==> config.mk <==
export PLATFORM = sky130hd
export DESIGN_NAME = vedic_mac_accum
export DESIGN_NICKNAME = d
export VERILOG_FILES = /design/src/rtl/vedic_mac_accum.sv
export SDC_FILE = /design/constraint.sdc
export NUM_CORES = 1
export LEC_CHECK = 0
export BUFFER_PORTS_ARGS = -buffer_cell sky130_fd_sc_hd__clkbuf_2
export CAP_MARGIN = 10
export CORE_MARGIN = 2
export CORE_UTILIZATION = 35
export DETAILED_ROUTE_END_ITERATION = 8
export PLACE_DENSITY_LB_ADDON = 0.15
export SYNTH_ARGS = -nofsm -noshare
export SYNTH_HDL_FRONTEND = slang
export SYNTH_SLANG_ARGS = --single-unit
==> constraint.sdc <==
create_clock -name clk -period 6.4 [get_ports clk]
set_input_delay 1.28 -clock clk [delete_from_list [all_inputs] [get_ports clk]]
set_output_delay 1.28 -clock clk [all_outputs]
set_load 0.02 [all_outputs]
==> src/rtl/vedic_mac_accum.sv <==
// Multiply-accumulate back end for the 4x4 Vedic multiplier: sums LEN products into an ACC_W-bit result.
// Define VEDIC_MAC_SATURATE_EN to clamp on overflow; otherwise the accumulator wraps.
module vedic_mac_accum #(
  parameter int ACC_W = 16,
  parameter int LEN   = 4
) (
  input  logic             clk,
  input  logic             rst_n,
  input  logic             start,
  input  logic             clr,
  input  logic [7:0]       prod,
  input  logic             prod_valid,
  output logic             prod_ready,
  output logic [ACC_W-1:0] acc_out,
  output logic             out_valid,
  input  logic             out_ready,
  output logic             busy,
  output logic             ovf
);

  typedef enum logic [1:0] {IDLE, RUN, DONE} state_t;

  localparam logic [7:0] LAST = 8'(LEN - 1);

  state_t           state, state_nxt;
  logic [ACC_W-1:0] acc_q, acc_nxt;
  logic [7:0]       count_q, count_nxt;
  logic             ovf_q, ovf_nxt;
  logic [ACC_W:0]   sum;
  logic             accept;

  assign accept = (state == RUN) && prod_valid;
  assign sum    = {1'b0, acc_q} + {{(ACC_W - 7){1'b0}}, prod};

  always_ff @(posedge clk or negedge rst_n) begin
    if (!rst_n) begin
      state   <= IDLE;
      acc_q   <= '0;
      count_q <= '0;
      ovf_q   <= 1'b0;
    end else begin
      state   <= state_nxt;
      acc_q   <= acc_nxt;
      count_q <= count_nxt;
      ovf_q   <= ovf_nxt;
    end
  end

  // clr is applied last so it overrides both start and an accept in the same cycle
  always_comb begin
    state_nxt = state;
    acc_nxt   = acc_q;
    count_nxt = count_q;
    ovf_nxt   = ovf_q;
    case (state)
      IDLE: begin
        if (start) begin
          acc_nxt   = '0;
          count_nxt = '0;
          ovf_nxt   = 1'b0;
          state_nxt = RUN;
        end
      end
      RUN: begin
        if (accept) begin
          count_nxt = count_q + 8'd1;
          ovf_nxt   = ovf_q | sum[ACC_W];
`ifdef VEDIC_MAC_SATURATE_EN
          acc_nxt   = sum[ACC_W] ? {ACC_W{1'b1}} : sum[ACC_W-1:0];
`else
          acc_nxt   = sum[ACC_W-1:0];
`endif
          if (count_q == LAST) state_nxt = DONE;
        end
      end
      DONE: begin
        if (out_ready) state_nxt = IDLE;
      end
      default: state_nxt = IDLE;
    endcase
    if (clr) begin
      state_nxt = IDLE;
      acc_nxt   = '0;
      count_nxt = '0;
      ovf_nxt   = 1'b0;
    end
  end

  assign prod_ready = (state == RUN);
  assign out_valid  = (state == DONE);
  assign busy       = (state != IDLE);
  assign acc_out    = acc_q;
  assign ovf        = ovf_q;

endmodule

==> summary.md, run 1 <==
| Metric | Value |
|---|---|
| Critical path type | primary input to flop |
| Post_cts resized | 0 |
| Vias | 1,483 |
| Mean post-synth cell area | 8.98 um2 |
| Ys flop type | dfrtp_1 |
| Static Leak | 0.932 nW |
| Critical path launch point | prod[0] |
| Relative slew slack | 48.9% |
| Initial cell density of the core | 36.2% |
| DP Cell Count | 271 |
| Synth cell types | 42 |
| Row cnt | 25 |
| Crit path to | acc_out[14] |
| Synth cell count leaders | dfrtp_1, nand2_1, o21ai_0 |
| Die Span Y | 73.6 um |
| Cell taking the most area after synthesis | dfrtp_1 |
| Async S/R FF share, synth | 100% |
| Largest net degree at the start of global routing | 28 |
| Tot GR Track Use | 15.7% |
| DRC Markers | 0 |
| First-pass DRT Iterations | 4 |
| DR vias/cell | 5.39 |
| Die Wd | 73.6 um |
| Hpwl dp | 2860 um |
| WL per Instance | 14.4 um |
| Fin worst setup slack | 3320 ps |
| Cell area after synthesis | 1700 um2 |
| # H-tree levels | 1 |
| Postcts setup bufs | 0 |
| Clock sinks | 27 |
| Critical path fanouts, max | 6 |
| FMAX | 0.325 GHz |
| Final ANT Viol Nets | 0 |
| Finish-stage setup viols | 0 |
| Hold Crit Class | flop to flop |
| Vias in the first global route | 1,342 |
| Critical Path AT | 3290 ps |
| Startpoint class of the critical path | primary input |
| Grt ovf | 0 |
| Final hold vios | 0 |
| CTS tree | done |
| First-pass GRT wire length | 6530 um |
| Seq cells post-synth | 27 |
| Clock Path Buffers | 2 |
| Nets | 246 |
| YS warnings | 0 |
| R2R Path End | acc_out[14] |
| Total core area | 4690 um2 |
| RD Place Congestion | 0.764 |
| Pins Over Slew Limit | 0 |
| R2R Path Start | acc_out[0] |
| Reg clk slew, reported paths | 100 ps |
| Layout cells sized above 1 | 19.0% |
| Area grow syn2layout | 15.1% |
| Most numerous cell in the Yosys netlist | dfrtp_1 |
| Top-area cell type share of the netlist area | 39.8% |
| Tmin final | 3080 ps |
| VDD IR max | 131 uV |
| Max-cap violations | 0 |
| Status | finished clean |
| Worst reg-to-reg setup slack | 4010 ps |
| DP Worst Slack | 3040 ps |
| Clk_lat worst skew | 280 ps |
| Syn Nets | 213 |
| Top-level I/O count | 34 |
| Sequential fraction of the synthesis area | 39.8% |
| Setup_tns | 0 ps |
| Ant diodes | 0 |
| Post-route insts no fill | 275 |
| EDFF count, synth | 0 |
| Pwr dens | 250 nW/um2 |
| Final wirelength | 3960 um |
| Buffers on Ports | 33 |
| Clock Skew | 2.29 ps |
| Post-DP Area | 1910 um2 |
| RSZ-0062 raised after global routing | false |
| Tot Pwr | 488 uW |
| Clock root cell | clkbuf_8 |
| Top cells by area, synth | dfrtp_1, ha_1, o21ai_0 |
| Worst slew pin tran | 765 ps |
| Num CTS Buffers | 3 |
| Die ar. | 5420 um2 |
| Worst Path Required | 6610 ps |
| Post-layout instance area | 1950 um2 |
| Hold path depth | 1 |
| FF-to-FF path depth | 8 |
| Number of DRC violations after detailed-routing iteration 0 | 32 |
| Hold_buf cts | 0 |
| Critical path endpoint category | flop |
| Initial antenna violation count | 0 |
| Period utilization | 48.1% |
| Syn Inst Count | 189 |
==> power breakdown <==
part | switching, mW | leakage, nW | internal [mW]
clock network | 0.0582 | 0.0255 | 0.0438
registers | 0.0159 | 0.373 | 0.185
logic | 0.117 | 0.533 | 0.0686
total | 0.191 | 0.932 | 0.297
==> final cells by class <==
type | instances | area (um2)
fill | 494 | 2740
timing repair buffer | 34 | 173
sequential | 27 | 676
clock inverter | 1 | 5.00
inverter | 8 | 30.0
multi-input combinational | 148 | 961
clock buffer | 3 | 41.3
tap | 54 | 67.6
==> layout by cell type (no fill, tap or decap), types with 2 or more instances in the layout <==
cell,count
and3_1,4
nand2b_1,4
o211ai_1,2
or3_1,4
a211oi_1,2
a21o_1,7
nand3_1,8
clkbuf_8,3
nand2_1,20
o31ai_1,8
nor3_1,2
dfrtp_1,27
o21ai_0,19
clkbuf_2,33
xor2_1,4
nor2_1,9
a21oi_1,18
a32o_1,2
xnor2_1,3
inv_1,8
ha_1,9
or4_1,3
==> kinds of logic (layout without fill, tap and decap cells) <==
| family | Yosys count | count (layout) | share of synthesized area, % |
|---|---|---|---|
| AO/OA/AOI/OAI | 67 | 67 | 24.9 |
| XOR/XNOR | 7 | 7 | 3.61 |
| adder cells (fa/ha/maj) | 10 | 10 | 7.82 |
| buffers and inverters | 14 | 46 | 3.54 |
| flip-flops | 27 | 27 | 39.8 |
| multiplexers | 2 | 2 | 1.25 |
| AND/OR/NAND/NOR | 62 | 62 | 19.0 |
==> registers in the layout, indices dropped and copies added (netlist names) <==
name,cells
acc_out,16
ovf,1
count_q,8
state,2
==> worst min-delay path by stage <==
| stage | from | to | slack (ps) |
|---|---|---|---|
| final | count_q[6] | count_q[6] | 510 |
| after global routing | acc_out[0] | acc_out[0] | 540 |
| after CTS | count_q[6] | count_q[6] | 510 |
| after detailed placement | count_q[6] | count_q[6] | 490 |
| after global placement | count_q[6] | count_q[6] | 490 |
| after floorplan | count_q[6] | count_q[6] | 450 |
==> critical path: stages <==
cell	delay, ps
clkbuf_2	80
ha_1	180
inv_1	60
fa_1	390
nand2b_1	200
a21oi_1	180
o21ai_0	250
or4_1	520
a21oi_1	150
==> layer usage <==
metal | share of wire [%] | global-route usage, % | routed length [um] | up-vias
met1 | 49 | 21.0 | 1950 | 697
met2 | 47 | 26.1 | 1850 | 27
met4 | 1.2 | 4.04 | 47 | 0
met5 | 0 | 0 | 0 | -
met3 | 3.1 | 2.88 | 121 | 4
li1 | - | - | - | 755
==> through the flow <==
step / hold slack [ps] / util (%)
floorplan: 451 / -
global placement: 491 / 40.6
detailed placement: 493 / 40.6
CTS: 512 / 41.6
global route: 544 / 41.6
finish: 515 / 41.6
No activity file was read; power rests on OpenSTA's default activity.
==> run 2: changes to the inputs <==
==> constraint.sdc (replaced) <==
create_clock -name clk -period 2.9 [get_ports clk]
set_input_delay 0.58 -clock clk [delete_from_list [all_inputs] [get_ports clk]]
set_output_delay 0.58 -clock clk [all_outputs]
set_load 0.02 [all_outputs]
==> summary.md, run 2 (synthesized netlist as in run 1, its figures left out) <==
| Metric | Value |
|---|---|
| Tot GR Track Use | 16.1% (+0.45 points) |
| Post-layout instance area | 1970 um2 (+0.71%) |
| Reg clk slew, reported paths | 100 ps (about the same) |
| WL per Instance | 14.6 um (+1.7%) |
| Worst hold slack | 337 ps (-178 ps) |
| Commonest non-fill, non-tap cell in the layout | clkbuf_2 |
| Worst reg-to-reg setup slack | 550 ps (-3460 ps) |
| Startpoint class of the critical path | flop |
| Post_cts resized | 0 (unchanged) |
| Status | finished clean |
| Total core area | 4690 um2 (unchanged) |
| CTS tree | done |
| Vias | 1,484 (+0.067%) |
| Buffers on Ports | 33 (unchanged) |
| Initial cell density of the core | 36.2% (unchanged) |
| Max-cap violations | 0 (unchanged) |
| Final ANT Viol Nets | 0 (unchanged) |
| Pins Over Slew Limit | 0 (unchanged) |
| Crit path cell chain | ha_1, inv_1, fa_1, nand2b_1, a21oi_1, o21ai_0, or4_1, a21oi_1 |
| Critical Path AT | 2560 ps (-730 ps) |
| Die Wd | 73.6 um (unchanged) |
| Row cnt | 25 (unchanged) |
| Worst Path Required | 3110 ps (-3500 ps) |
| R2R Path Start | acc_out[0] |
| Die Span Y | 73.6 um (unchanged) |
| Hold Crit Class | primary input to asynchronous set/reset pin |
| Largest net degree at the start of global routing | 28 (unchanged) |
| Final wirelength | 4060 um (+2.4%) |
| FF-to-FF path depth | 8 (unchanged) |
| Postcts setup bufs | 0 (unchanged) |
| Critical path type | flop to flop |
| Setup_tns | 0 ps (unchanged) |
| Top-level I/O count | 34 (unchanged) |
| Grt ovf | 0 (unchanged) |
| Worst slew pin tran | 713 ps (-51.5 ps) |
| Vias in the first global route | 1,366 (+1.8%) |
| VDD IR max | 326 uV (+150%) |
| Worst path buffer plus inverter count | 1 (-1) |
| Fin worst setup slack | 549 ps (-2770 ps) |
| CP max-delay cell | or4_1 |
| Number of DRC violations after detailed-routing iteration 0 | 54 (+69%) |
| Clock root cell | clkbuf_8 |
| Critical path endpoint category | flop |
| Layout cells sized above 1 | 19.3% (+0.28 points) |
| DRC Markers | 0 (unchanged) |
| Clock sinks | 27 (unchanged) |
| First-pass DRT Iterations | 4 (unchanged) |
| Max reg flops | 16 (unchanged) |
| DP Cell Count | 273 (+0.74%) |
| Area grow syn2layout | 15.9% |
| Critical path fanouts, max | 6 (unchanged) |
| Die ar. | 5420 um2 (unchanged) |
| Hpwl dp | 2900 um (+1.3%) |
| RD Place Congestion | 0.746 (-2.3%) |
| Utilization after layout | 41.9% (+0.29 points) |
| Tot Pwr | 1.08 mW (+120%) |
| Period utilization | 81.1% |
| Pwr dens | 551 nW/um2 (+120%) |
| Top cell by count, worst path | a21oi_1 |
| DR vias/cell | 5.36 (-0.66%) |
| Commonest cells after routing, fill and taps aside | clkbuf_2, dfrtp_1, nand2_1, o21ai_0, a21oi_1 |
| Clock Skew | 4.63 ps (+2.34 ps) |
| # H-tree levels | 1 (unchanged) |
| Finish-stage setup viols | 0 (unchanged) |
| Num CTS Buffers | 3 (unchanged) |
| Ant diodes | 0 (unchanged) |
| First-pass GRT wire length | 6670 um (+2.1%) |
| Clock Path Buffers | 2 (unchanged) |
| Static Leak | 0.939 nW (+0.74%) |
| Initial antenna violation count | 0 (unchanged) |
| Post-route insts no fill | 277 (+0.73%) |
| Clk_lat worst skew | 270 ps (about the same) |
| DP Worst Slack | 263 ps (-2780 ps) |
| CP max stage delay | 510 ps (about the same) |
| Final hold vios | 0 (unchanged) |
| RSZ-0062 raised after global routing | false |
| Post-DP Area | 1920 um2 (+0.79%) |
| Hold_buf cts | 0 (unchanged) |
| R2R Path End | acc_out[14] |
| Relative slew slack | 52.4% (+3.5 points) |
| Nets | 248 (+0.81%) |
| Tmin final | 2350 ps |
| Fill count | 471 (-4.7%) |
| Crit path max-delay family | simple AND/OR/NAND/NOR gates |
| FMAX | 0.425 GHz |
run 2: cell types whose count changed in the layout (fill, tap and decap cells not counted):
cell      before  now
buf_4          1    3
clkbuf_1       0    1
clkinv_2       1    0
run 2: worst max path at each step:
stage	slack [ps]	cells past startpoint	end	startpoint
after global routing	290	8	acc_out[14]	acc_out[0]
after CTS	540	8	acc_out[14]	acc_out[0]
after global placement	320	9	acc_out[14]	prod[0]
after detailed placement	260	9	acc_out[14]	prod[0]
after floorplan	530	8	acc_out[14]	prod[0]
final	550	8	acc_out[14]	acc_out[0]
run 2: layout make-up:
cell class / instances / area (um2) / area share [%]
timing repair buffer: 36 / 188 / 9.54
inverter: 8 / 30.0 / 1.53
multi-input combinational: 148 / 961 / 48.9
sequential: 27 / 676 / 34.4
tap: 54 / 67.6 / 3.44
clock buffer: 4 / 45.0 / 2.29
run 2: power by group:
part           internal (mW)  total [mW]  switching, mW
logic                  0.158       0.419          0.261
registers              0.408       0.444         0.0361
clock network         0.0986       0.222          0.123
total                  0.665        1.08          0.420
run 2: per-layer routing:
metal / global-route usage (%) / vias to the layer above / wire length, um
li1: - / 754 / -
met1: 22.2 / 699 / 1980
met2: 26.4 / 26 / 1920
met3: 2.06 / 5 / 104
met4: 4.85 / 0 / 48
met5: 0 / - / 0
==> run 3: changes to the inputs <==
--- a/config.mk
+++ b/config.mk
@@ -5,6 +5,7 @@
 export SDC_FILE = /design/constraint.sdc
 export NUM_CORES = 1
 export LEC_CHECK = 0
+export ABC_AREA = 1
 export BUFFER_PORTS_ARGS = -buffer_cell sky130_fd_sc_hd__clkbuf_2
 export CAP_MARGIN = 10
 export CORE_MARGIN = 2
==> constraint.sdc (replaced) <==
create_clock -name clk -period 2.2 [get_ports clk]
set_input_delay 0.44 -clock clk [delete_from_list [all_inputs] [get_ports clk]]
set_output_delay 0.44 -clock clk [all_outputs]
set_load 0.02 [all_outputs]
==> summary.md, run 3 <==
| Metric | Value |
|---|---|
| Status | finished clean |
| Syn Inst Count | 266 (+41%) |
| Clock Skew | 12.1 ps (+7.44 ps) |
| Worst slew pin tran | 730 ps (+16.2 ps) |
| Tot GR Track Use | 16.0% (-0.17 points) |
| Num CTS Buffers | 3 (unchanged) |
| Net Sw Power | 683 uW (+63%) |
| Top cells by area, synth | dfrtp_1, nand2_1, inv_1 |
| Seq pwr share | 37.8% (-3.1 points) |
| Total core area | 5200 um2 (+11%) |
| Row cnt | 26 (+4.0%) |
| Synth cell types | 32 (-24%) |
| Die ar. | 6100 um2 (+12%) |
| Async S/R FF share, synth | 100% (unchanged) |
| Buffers on Ports | 33 (unchanged) |
| VDD IR max | 553 uV (+70%) |
| Fill count | 560 (+19%) |
| Commonest non-fill, non-tap cell in the layout | nand2_1 |
| Critical path endpoint category | flop |
| Top-level I/O count | 34 (unchanged) |
| Hpwl dp | 3440 um (+19%) |
| Mean post-synth cell area | 7.22 um2 (-20%) |
| Share of power burned in the clock network | 18.7% (-1.7 points) |
| Syn Nets | 290 (+36%) |
| Crit path cell chain | ha_1, inv_1, fa_1, nor2_1, nor2_1, o21ai_1, nand2_1, nand2_1, nand2_1, nor2_1 |
| Post-route insts no fill | 370 (+34%) |
| Startpoint class of the critical path | flop |
| Nets | 325 (+31%) |
| Vias in the first global route | 1,634 (+20%) |
| Hold_buf cts | 0 (unchanged) |
| CP max stage delay | 420 ps (-90 ps) |
| Hold Crit Class | primary input to asynchronous set/reset pin |
| Most numerous cell in the Yosys netlist | nand2_1 |
| Die Wd | 78.1 um (+6.0%) |
| Layout cells sized above 1 | 18.3% (-0.95 points) |
| Clk_lat worst skew | 280 ps (about the same) |
| Postcts setup bufs | 0 (unchanged) |
| Ys flop type | dfrtp_1 |
| Tmin final | 1870 ps (-478 ps) |
| YS warnings | 0 (unchanged) |
| Final ANT Viol Nets | 0 (unchanged) |
| Ant diodes | 0 (unchanged) |
| Reg clk slew, reported paths | 100 ps (about the same) |
| EDFF count, synth | 0 (unchanged) |
| Area grow syn2layout | 13.4% |
| CP max-delay cell | fa_1 |
| Worst path buffer plus inverter count | 1 (unchanged) |
| FMAX | 0.534 GHz (+25%) |
| Internal | 876 uW (+32%) |
| Critical path fanouts, max | 4 (-2) |
| WL per Instance | 12.0 um (-18%) |
| Top-area cell type share of the netlist area | 35.2% (-4.6 points) |
| Initial antenna violation count | 0 (unchanged) |
| Initial cell density of the core | 36.9% (+0.74 points) |
| First-pass DRT Iterations | 4 (unchanged) |
| Switching Share | 43.8% (+5.1 points) |
| Setup_tns | 0 ps (unchanged) |
| DP Cell Count | 366 (+34%) |
| CTS tree | done |
| Pwr dens | 715 nW/um2 (+30%) |
| Post-DP Area | 2130 um2 (+11%) |
| Static Leak | 1.12 nW (+20%) |
| Sequential fraction of the synthesis area | 35.2% (-4.6 points) |
| Cell taking the most area after synthesis | dfrtp_1 |
| Worst Path Required | 2420 ps (-690 ps) |
| Critical Path AT | 2100 ps (-460 ps) |
| Comb power frac | 43.5% (+4.8 points) |
| Max reg flops | 16 (unchanged) |
| Die Span Y | 78.1 um (+6.0%) |
| DRC Markers | 0 (unchanged) |
| # H-tree levels | 1 (unchanged) |
| Pins Over Slew Limit | 0 (unchanged) |
| Period utilization | 85.2% (+4.1 points) |
| Commonest cells after routing, fill and taps aside | nand2_1, inv_1, clkbuf_2, nor2_1, dfrtp_1 |
| Clock Path Buffers | 2 (unchanged) |
| RSZ-0062 raised after global routing | false |
| DR vias/cell | 4.72 (-12%) |
| Post_cts resized | 0 (unchanged) |
| Finish-stage setup viols | 0 (unchanged) |
| Utilization after layout | 41.9% (-0.069 points) |
| Critical path type | flop to flop |
| Final wirelength | 4450 um (+9.7%) |
| Max-cap violations | 0 (unchanged) |
| Final hold vios | 0 (unchanged) |
| RD Place Congestion | 0.828 (+11%) |
| Cell area after synthesis | 1920 um2 (+13%) |
| Seq cells post-synth | 27 (unchanged) |
| Tot Pwr | 1.56 mW (+44%) |
| Grt ovf | 0 (unchanged) |
| Vias | 1,747 (+18%) |
| Crit path max-delay family | adder cells |
| Number of DRC violations after detailed-routing iteration 0 | 83 (+54%) |
| Clock sinks | 27 (unchanged) |
| Largest net degree at the start of global routing | 28 (unchanged) |
| Post-layout instance area | 2180 um2 (+11%) |
| Relative slew slack | 51.4% (-1.1 points) |
| Clock root cell | clkbuf_8 |
| First-pass GRT wire length | 7700 um (+15%) |
| Synth cell count leaders | nand2_1, inv_1, nor2_1 |
| Worst reg-to-reg setup slack | 330 ps (-220 ps) |
## run 3: final timing paths
kind | startpoint | endpoint | cells past startpoint
worst max-delay path | acc_out[0] | acc_out[12] | 10
worst min register to register | count_q[5] | count_q[5] | 1
worst min-delay path | rst_n | acc_out[7] | 1
max in group asynchronous | rst_n | acc_out[4] | 1
worst max register to register | acc_out[0] | acc_out[12] | 10
min in group clk | count_q[5] | count_q[5] | 1
## run 3: area by class of cell
class                           instances  area, um2  area share, %
Clock buffer                            3       41.3           1.90
Tap cell                               70       87.6           4.02
Timing Repair Buffer                   34        173           7.93
Clock inverter                          1       5.00          0.230
Inverter                               40        150           6.89
Multi-Input combinational cell        195       1050           48.0
Sequential cell                        27        676           31.0
## run 3: worst reg2reg max path: stages (launching register included)
cell,delay [ps]
dfrtp_1,380
ha_1,200
inv_1,70
fa_1,420
nor2_1,130
nor2_1,80
o21ai_1,260
nand2_1,110
nand2_1,70
nand2_1,40
nor2_1,80
## run 3: cells by family after synthesis
kind of cell	Yosys count	share of synthesized area (%)
buf+inv	44	10.4
flops	27	35.2
fa+ha+maj	10	6.91
compound gates	35	10.2
simple gates	145	35.0
xor+xnor	5	2.28
## run 3: routing by layer
layer  global-route usage [%]  share of wire [%]
met2                     24.7                 43
met5                        0                  0
met4                     4.91                1.5
met1                     22.8                 50
met3                     2.76                4.8
## run 3: power by group through the flow
stage          clock network, mW  logic [mW]  registers (mW)
3_5_place_dp                   0       0.685           0.598
4_1_cts                    0.306       0.687           0.589
5_1_grt                    0.327       0.772           0.598
3_3_place_gp                   0       0.685           0.599
2_1_floorplan                  0       0.537           0.620
6_report                   0.291       0.679           0.588
## run 3: through the flow
| step | setup WS (ps) | hold slack (ps) |
|---|---|---|
| 2_1_floorplan | 364 | 144 |
| 3_3_place_gp | 223 | 494 |
| 3_5_place_dp | 175 | 493 |
| 4_1_cts | 319 | 218 |
| 5_1_grt | 161 | 240 |
| 6_report | 326 | 193 |
